$ cat config.mk
export PLATFORM = sky130hd
export DESIGN_NAME = xiyiji_panel
export DESIGN_NICKNAME = d
export VERILOG_FILES = /design/src/rtl/xiyiji_panel.sv
export SDC_FILE = /design/constraint.sdc
export NUM_CORES = 1
export LEC_CHECK = 0
export BUFFER_PORTS_ARGS = -buffer_cell sky130_fd_sc_hd__buf_2
export CAP_MARGIN = 20
export CORE_ASPECT_RATIO = 0.6
export CORE_MARGIN = 4
export CORE_UTILIZATION = 30
export CTS_CLUSTER_SIZE = 20
export DETAILED_ROUTE_END_ITERATION = 10
export PLACE_DENSITY_LB_ADDON = 0.12
export SYNTH_ARGS = -nofsm -noshare
export SYNTH_HDL_FRONTEND = slang
export SYNTH_SLANG_ARGS = --single-unit
$ cat constraint.sdc
create_clock -name clk -period 2.4 [get_ports clk]
set_input_delay 0.24 -clock clk [delete_from_list [all_inputs] [get_ports clk]]
set_output_delay 0.24 -clock clk [all_outputs]
set_load 0.01 [all_outputs]
$ cat src/rtl/xiyiji_panel.sv
// xiyiji_panel: front-panel input receiver for the washer controller.
//
// Synchronises and debounces the raw select/start/emergency button levels, turns accepted select
// presses into a wrapping wash-mode code and hands the xiyiji sequencer one-cycle start/select
// pulses plus a latched emergency-stop flag.
//
// Ports:
//   clk          system clock, everything on the rising edge
//   rst          synchronous, active-high reset
//   select       raw mode-select button level (asynchronous)
//   start        raw start button level (asynchronous)
//   emergency    raw emergency-stop switch level (asynchronous)
//   busy         sequencer is running a wash cycle
//   mode_c       selected wash mode, 0..NUM_MODES-1
//   sel_pulse    one-cycle pulse per accepted select press
//   start_pulse  one-cycle run request
//   estop        latched emergency stop
//
// Build option:
//   XIYIJI_PANEL_LONGPRESS_EN  when defined, holding select for LONG_CYCLES clocks clears mode_c
//                              (once per press). Undefined: no hold counter, LONG_CYCLES absent.

module xiyiji_panel #(
  parameter int unsigned DEB_CYCLES  = 4,
  parameter int unsigned NUM_MODES   = 3
`ifdef XIYIJI_PANEL_LONGPRESS_EN
  ,
  parameter int unsigned LONG_CYCLES = 20
`endif
) (
  input  logic       clk,
  input  logic       rst,
  input  logic       select,
  input  logic       start,
  input  logic       emergency,
  input  logic       busy,
  output logic [1:0] mode_c,
  output logic       sel_pulse,
  output logic       start_pulse,
  output logic       estop
);

  // Input lanes: bit 0 select, bit 1 start, bit 2 emergency.
  localparam int unsigned CntW    = $clog2(DEB_CYCLES + 1);
  localparam logic [CntW-1:0] DebMax = CntW'(DEB_CYCLES);
  localparam logic [1:0] ModeMax  = 2'(NUM_MODES - 1);

  logic [2:0]           raw;
  logic [2:0]           sync1_q, sync2_q;
  logic [2:0]           deb_q, deb_d;
  logic [2:0]           prev_q;
  logic [2:0][CntW-1:0] cnt_q, cnt_d;
  logic [2:0]           rise;

  logic [1:0] mode_q, mode_d;
  logic       sel_q, sel_d;
  logic       start_q, start_d;
  logic       estop_q, estop_d;

  assign raw  = {emergency, start, select};
  assign rise = deb_q & ~prev_q;

  // Debounce: count clocks the synchronised level disagrees with the debounced one; the flip
  // happens on the clock after the count has reached DEB_CYCLES.
  always_comb begin
    deb_d = deb_q;
    cnt_d = '0;
    for (int i = 0; i < 3; i++) begin
      if (sync2_q[i] != deb_q[i]) begin
        if (cnt_q[i] == DebMax) begin
          deb_d[i] = ~deb_q[i];
          cnt_d[i] = '0;
        end else begin
          cnt_d[i] = cnt_q[i] + CntW'(1);
        end
      end
    end
  end

`ifdef XIYIJI_PANEL_LONGPRESS_EN
  localparam int unsigned LongW = $clog2(LONG_CYCLES + 1);
  localparam logic [LongW-1:0] LongMax = LongW'(LONG_CYCLES);

  logic [LongW-1:0] long_cnt_q, long_cnt_d;
  logic             long_done_q, long_done_d;
  logic             long_ok, long_fire, long_clear;

  // Count only clocks after the rise cycle so the clear lands LONG_CYCLES+1 after the increment.
  assign long_ok   = deb_q[0] & prev_q[0] & ~busy & ~estop_q;
  assign long_fire = long_ok & (long_cnt_q == LongMax) & ~long_done_q;

  always_comb begin
    long_cnt_d = '0;
    if (long_ok) begin
      long_cnt_d = (long_cnt_q == LongMax) ? long_cnt_q : long_cnt_q + LongW'(1);
    end
    // Remember the clear until select is released so it fires once per press.
    long_done_d = deb_q[0] & (long_done_q | long_clear);
  end
`endif

  // Event priority: emergency > start > select (> long-press clear).
  always_comb begin
    mode_d  = mode_q;
    sel_d   = 1'b0;
    start_d = 1'b0;
    estop_d = estop_q;
`ifdef XIYIJI_PANEL_LONGPRESS_EN
    long_clear = 1'b0;
`endif
    if (rise[2]) begin
      estop_d = 1'b1;
    end else if (rise[1]) begin
      if (estop_q) begin
        // A start edge is the acknowledge that clears a stop, but only once the switch is released.
        if (!deb_q[2]) begin
          estop_d = 1'b0;
        end
      end else if (!busy) begin
        start_d = 1'b1;
      end
    end else if (rise[0]) begin
      if (!busy && !estop_q) begin
        sel_d  = 1'b1;
        mode_d = (mode_q == ModeMax) ? 2'd0 : mode_q + 2'd1;
      end
    end
`ifdef XIYIJI_PANEL_LONGPRESS_EN
    else if (long_fire) begin
      mode_d     = 2'd0;
      long_clear = 1'b1;
    end
`endif
  end

  always_ff @(posedge clk) begin
    if (rst) begin
      sync1_q <= '0;
      sync2_q <= '0;
      deb_q   <= '0;
      prev_q  <= '0;
      cnt_q   <= '0;
      mode_q  <= '0;
      sel_q   <= 1'b0;
      start_q <= 1'b0;
      estop_q <= 1'b0;
    end else begin
      sync1_q <= raw;
      sync2_q <= sync1_q;
      deb_q   <= deb_d;
      prev_q  <= deb_q;
      cnt_q   <= cnt_d;
      mode_q  <= mode_d;
      sel_q   <= sel_d;
      start_q <= start_d;
      estop_q <= estop_d;
    end
  end

`ifdef XIYIJI_PANEL_LONGPRESS_EN
  always_ff @(posedge clk) begin
    if (rst) begin
      long_cnt_q  <= '0;
      long_done_q <= 1'b0;
    end else begin
      long_cnt_q  <= long_cnt_d;
      long_done_q <= long_done_d;
    end
  end
`endif

  assign mode_c      = mode_q;
  assign sel_pulse   = sel_q;
  assign start_pulse = start_q;
  assign estop       = estop_q;

endmodule
# Yosys cells after proc, flatten, opt, wreduce, memory -nomap -nowiden

Cells that the tools add are included.

Equal/unequal tests: 7
Mux-type cells: 7
Reduce and logical (&&, ||, !) cells: 13
Add/sub/neg operators: 4
Bitwise operators: 11

Operators by type and width:

| operator                                     | count |
|---|---|
| adder 3 x 1 -> 3 bit (second input constant) | 3 |
| == test 3 bit (second input constant)        | 3 |
| inverter 1 bit                               | 9 |
| OR reduction 3 bit                           | 3 |
| OR reduction 4 bit                           | 2 |
| 2-to-1 mux 1 bit                             | 6 |
| AND reduction 2 bit                          | 3 |
| AND reduction 4 bit                          | 1 |
| bitwise AND 3 bit                            | 1 |
| != test 1 bit                                | 3 |
| inverter 3 bit                               | 1 |
| adder 2 x 1 -> 2 bit (second input constant) | 1 |
| == test 2 bit (second input constant)        | 1 |
| zero test 1 bit                              | 2 |
| 2-to-1 mux 2 bit                             | 1 |
| nonzero test 2 bit                           | 1 |
| logical AND 1 bit                            | 1 |

Input port bits: 6
Output and inout port bits: 5
Word-level logic and storage cells: 55
Flip-flop bits (word level): 26

# Depth between registers and ports, before layout

Word-level depth: 4
Depth in mapped cells: 5
Gate-level depth less buffers: 5

# Worst setup path after synthesis

OpenSTA, ideal clock, no wires.

Kind: register -> register
From: register deb_q[0]
To: register mode_q[0], in the netlist mode_c[0]
Library setup time: 0.121 ns
Cell stages (with the launch flop): 4
Path buffers: 0
Required time: 2.279 ns
Data arrival time: 1.008 ns
Period minus slack after synthesis: 1.129 ns
Slack: 1.271 ns
Cells stage by stage: dfxtp_1 > nor2b_1 > o2111a_2 > mux2_4

Cells in the longest elaborated chain, start to end: 2

RTL lines:

| what                          | RTL line | RTL |
|---|---|---|
| start: declaration            | 50       | `logic [2:0] deb_q, deb_d;` |
| start signal: assignment      | 140      | `deb_q <= '0;` |
| start signal: assignment      | 150      | `deb_q <= deb_d;` |
| bitwise AND 3 bit             | 61       | `assign rise = deb_q & ~prev_q;` |
| AND reduction 4 bit (no line) | n/a      |  |
| end signal: assignment        | 153      | `mode_q <= mode_d;` |
| end: declaration              | 55       | `logic [1:0] mode_q, mode_d;` |

No other way between the ends.
A chain may end at the register's enable or synchronous reset.

# Final worst setup path

Ends and elaborated chain as after synthesis.

==> flow_summary.yaml <==
clock_network:
  ctsHoldBuffers: 0
  post_cts_buffers: 0
  clkTransAtPathRegs_ns: 0.08
  numCtsBuffers: 3
  clockBufferDepth: 2
  cts_resized: 0
  clk_latency_ns: 0.26
  numClockSinks: 26
  cts.root.buffer_cell: "clkbuf_8"
  cts_tree: "yes"
  htree_levels: 1
floorplan:
  die_x_microns: 82.6
  initial_core_util_pct: 33.1
  io_pins: 11
  coreArea_sq_um: 3020
  rows: 15
  die_height_microns: 52.7
  die_area_sq_um: 4360
pwr:
  power.density_nw_per_um2: 615
  clockPowerShare_pct: 33.8
  internal_power_mw: 0.560
  p_leak_nw: 0.458
  seq_power_share_pct: 63.0
  ir_drop_mv: 0.285
  share_comb_of_total_power_pct: 3.2
  switchingPower_mw: 0.139
  p_sw_share_pct: 19.9
worst_setup_path:
  crit_path_max_fanout: 4
  cp.required_ns: 2.56
  worstSetupPathType: "reg2reg"
  cp_cell_sequence: "nor2b_1 > o2111a_2 > mux2_4"
  start_kind: "register"
  cp-end-kind: "register"
  max_stage_delay_ns: 0.38
  critPathArrivalTime_ns: 1.37
  r2r_slack_ns: 1.19
  crit_buf_inv: 0
  crit_slowest_cell: "dfxtp_1"
  crit_family: "flip-flops"
run:
  cap_viol_max_count: 0
finish:
  diodes: 0
  final_cell_mix: "26 x dfxtp_1, 11 x nor2b_1, 10 x buf_2"
  layout_commonest_cell: "dfxtp_1"
  nets: 126
  syn2layout_area_growth_pct: 13.6
  final_area_sq_um: 1140
  layout-drive-gt1-share_pct: 15.2
synthesis:
  synth_top_cell_by_area: "dfxtp_1"
  seq_area_frac_synth_pct: 52.0
  synth_top_area_share_pct: 52.0
  ys_top_cells_by_area: "dfxtp_1 52%, ha_1 7.5%, nor2b_1 6.9%"
  syn_avg_cell_area_sq_um: 9.91
  yosys_warnings: 0
  synthFlopType: "dfxtp_1"
  yosysUniqueCellTypes: 23
  synthCells: 101
  synth-seq-cells: 26
  synth_fp_nets: 113
  netlist_area_sq_um: 1000
  synth-edff-count: 0
  async_reset_ff_share_pct: 0
sta:
  fmax_ghz: 0.824
  slew_headroom_pct: 68.6
  tightestPinTransition_ns: 0.458
  grt_setup_unrepaired: "false"
  fin_crit_sh_pct: 50.6
  slew_viol_final: 0
  setup_tns_ns: 0
  setup_violations: 0
  skew_ns: 0.00262
  period_needed_ns: 1.21
  finalHoldViolations: 0
grt:
  grt_max_degree: 25
  grt_pass1_vias: 571
  grt_overflow: 0
  grt_first_pass_wirelength_microns: 2480
  antenna_found_initial: 0
  grtUsageTotal_pct: 8.02
place:
  gp_congestion: 0.770
  portBuffers: 10
  hpwl_microns: 1160
  dpl_cell_area_sq_um: 1100
detailed_routing:
  drc_errors: 0
  vias: 667
  wl_met1_microns: 855
  dr_wl_met2_microns: 616
  routedWlPerCell_microns: 10.1
  first_pass_iters: 4
  wirelength_microns: 1560
  postRouteAntennaNets: 0
  wl_met3_microns: 72
  drt_iter0_drc: 25
  vias_per_cell: 4.33
  highest_layer: "met4"
run_status:
  status: "finished clean"
hold_path:
  hold_path.class: "in2reg"
-- cells in the mapped netlist, types with 2 or more instances --
cell type,instances
nand2_1,7
dfxtp_1,26
a21oi_1,5
nor2_1,7
mux2i_1,3
and4b_1,2
nor2b_1,11
xor2_1,2
clkbuf_1,2
nand2b_1,4
inv_1,8
and3_1,3
nand3_1,3
nor3_1,2
ha_1,6
nor3b_1,3
-- power groups by stage --
stage               sequential [mW]  combinational, mW  clock (mW)
finish                        0.440             0.0227       0.236
global placement              0.450             0.0227           0
CTS                           0.440             0.0232       0.250
floorplan                     0.450             0.0155           0
global route                  0.441             0.0260       0.267
detailed placement            0.450             0.0231           0
-- cells by family after synthesis --
| logic type | share of synthesized area, % |
|---|---|
| AND/OR/NAND/NOR | 24.1 |
| buffers and inverters | 4.13 |
| XOR/XNOR | 2.63 |
| flip-flops | 52.0 |
| AO/OA/AOI/OAI | 5.12 |
| multiplexers | 4.50 |
| adder cells (fa/ha/maj) | 7.50 |
-- path summary, 6_finish.rpt --
kind,start,end,depth (start not counted)
worst max-delay path,deb_q[0]$_SDFFE_PP0P_,mode_c[0]$_SDFFE_PP0P_,3
worst min register to register,sync1_q[0]$_SDFF_PP0_,sync2_q[0]$_SDFF_PP0_,1
worst min-delay path,start,sync1_q[1]$_SDFF_PP0_,2
worst max register to register,deb_q[0]$_SDFFE_PP0P_,mode_c[0]$_SDFFE_PP0P_,3
-- metrics by stage --
stage / instances / utilization, % / total power [mW] / hold WS [ns] / setup WS, ns
2_1_floorplan: 101 / - / 0.465 / 0.368 / 1.27
3_3_place_gp: 151 / 36.3 / 0.473 / 0.422 / 1.19
3_5_place_dp: 151 / 36.3 / 0.473 / 0.426 / 1.18
4_1_cts: 154 / 37.6 / 0.714 / 0.175 / 1.18
5_1_grt: 154 / 37.6 / 0.734 / 0.178 / 1.12
6_report: 154 / 37.6 / 0.699 / 0.181 / 1.19
-- state kept, by name (all words and copies together), names as in the netlist --
signal       flops
cnt_q            9
deb_q            3
estop            1
mode_c           2
prev_q           3
sel_pulse        1
start_pulse      1
sync1_q          3
sync2_q          3
-- layer usage --
layer	vias to the layer above	GRT usage [%]
met4	0	2.99
met3	2	4.81
met2	7	10.8
li1	354	-
met5	-	0
met1	304	10.3
-- final cells by class --
type / instances / area [sq um]
timing repair buffer: 10 / 50.0
multi-input combinational: 64 / 439
clock buffer: 3 / 41.3
inverter: 9 / 33.8
sequential: 26 / 520
tap: 42 / 52.6
fill: 300 / 1880
No activity file was read; power rests on OpenSTA's default activity.
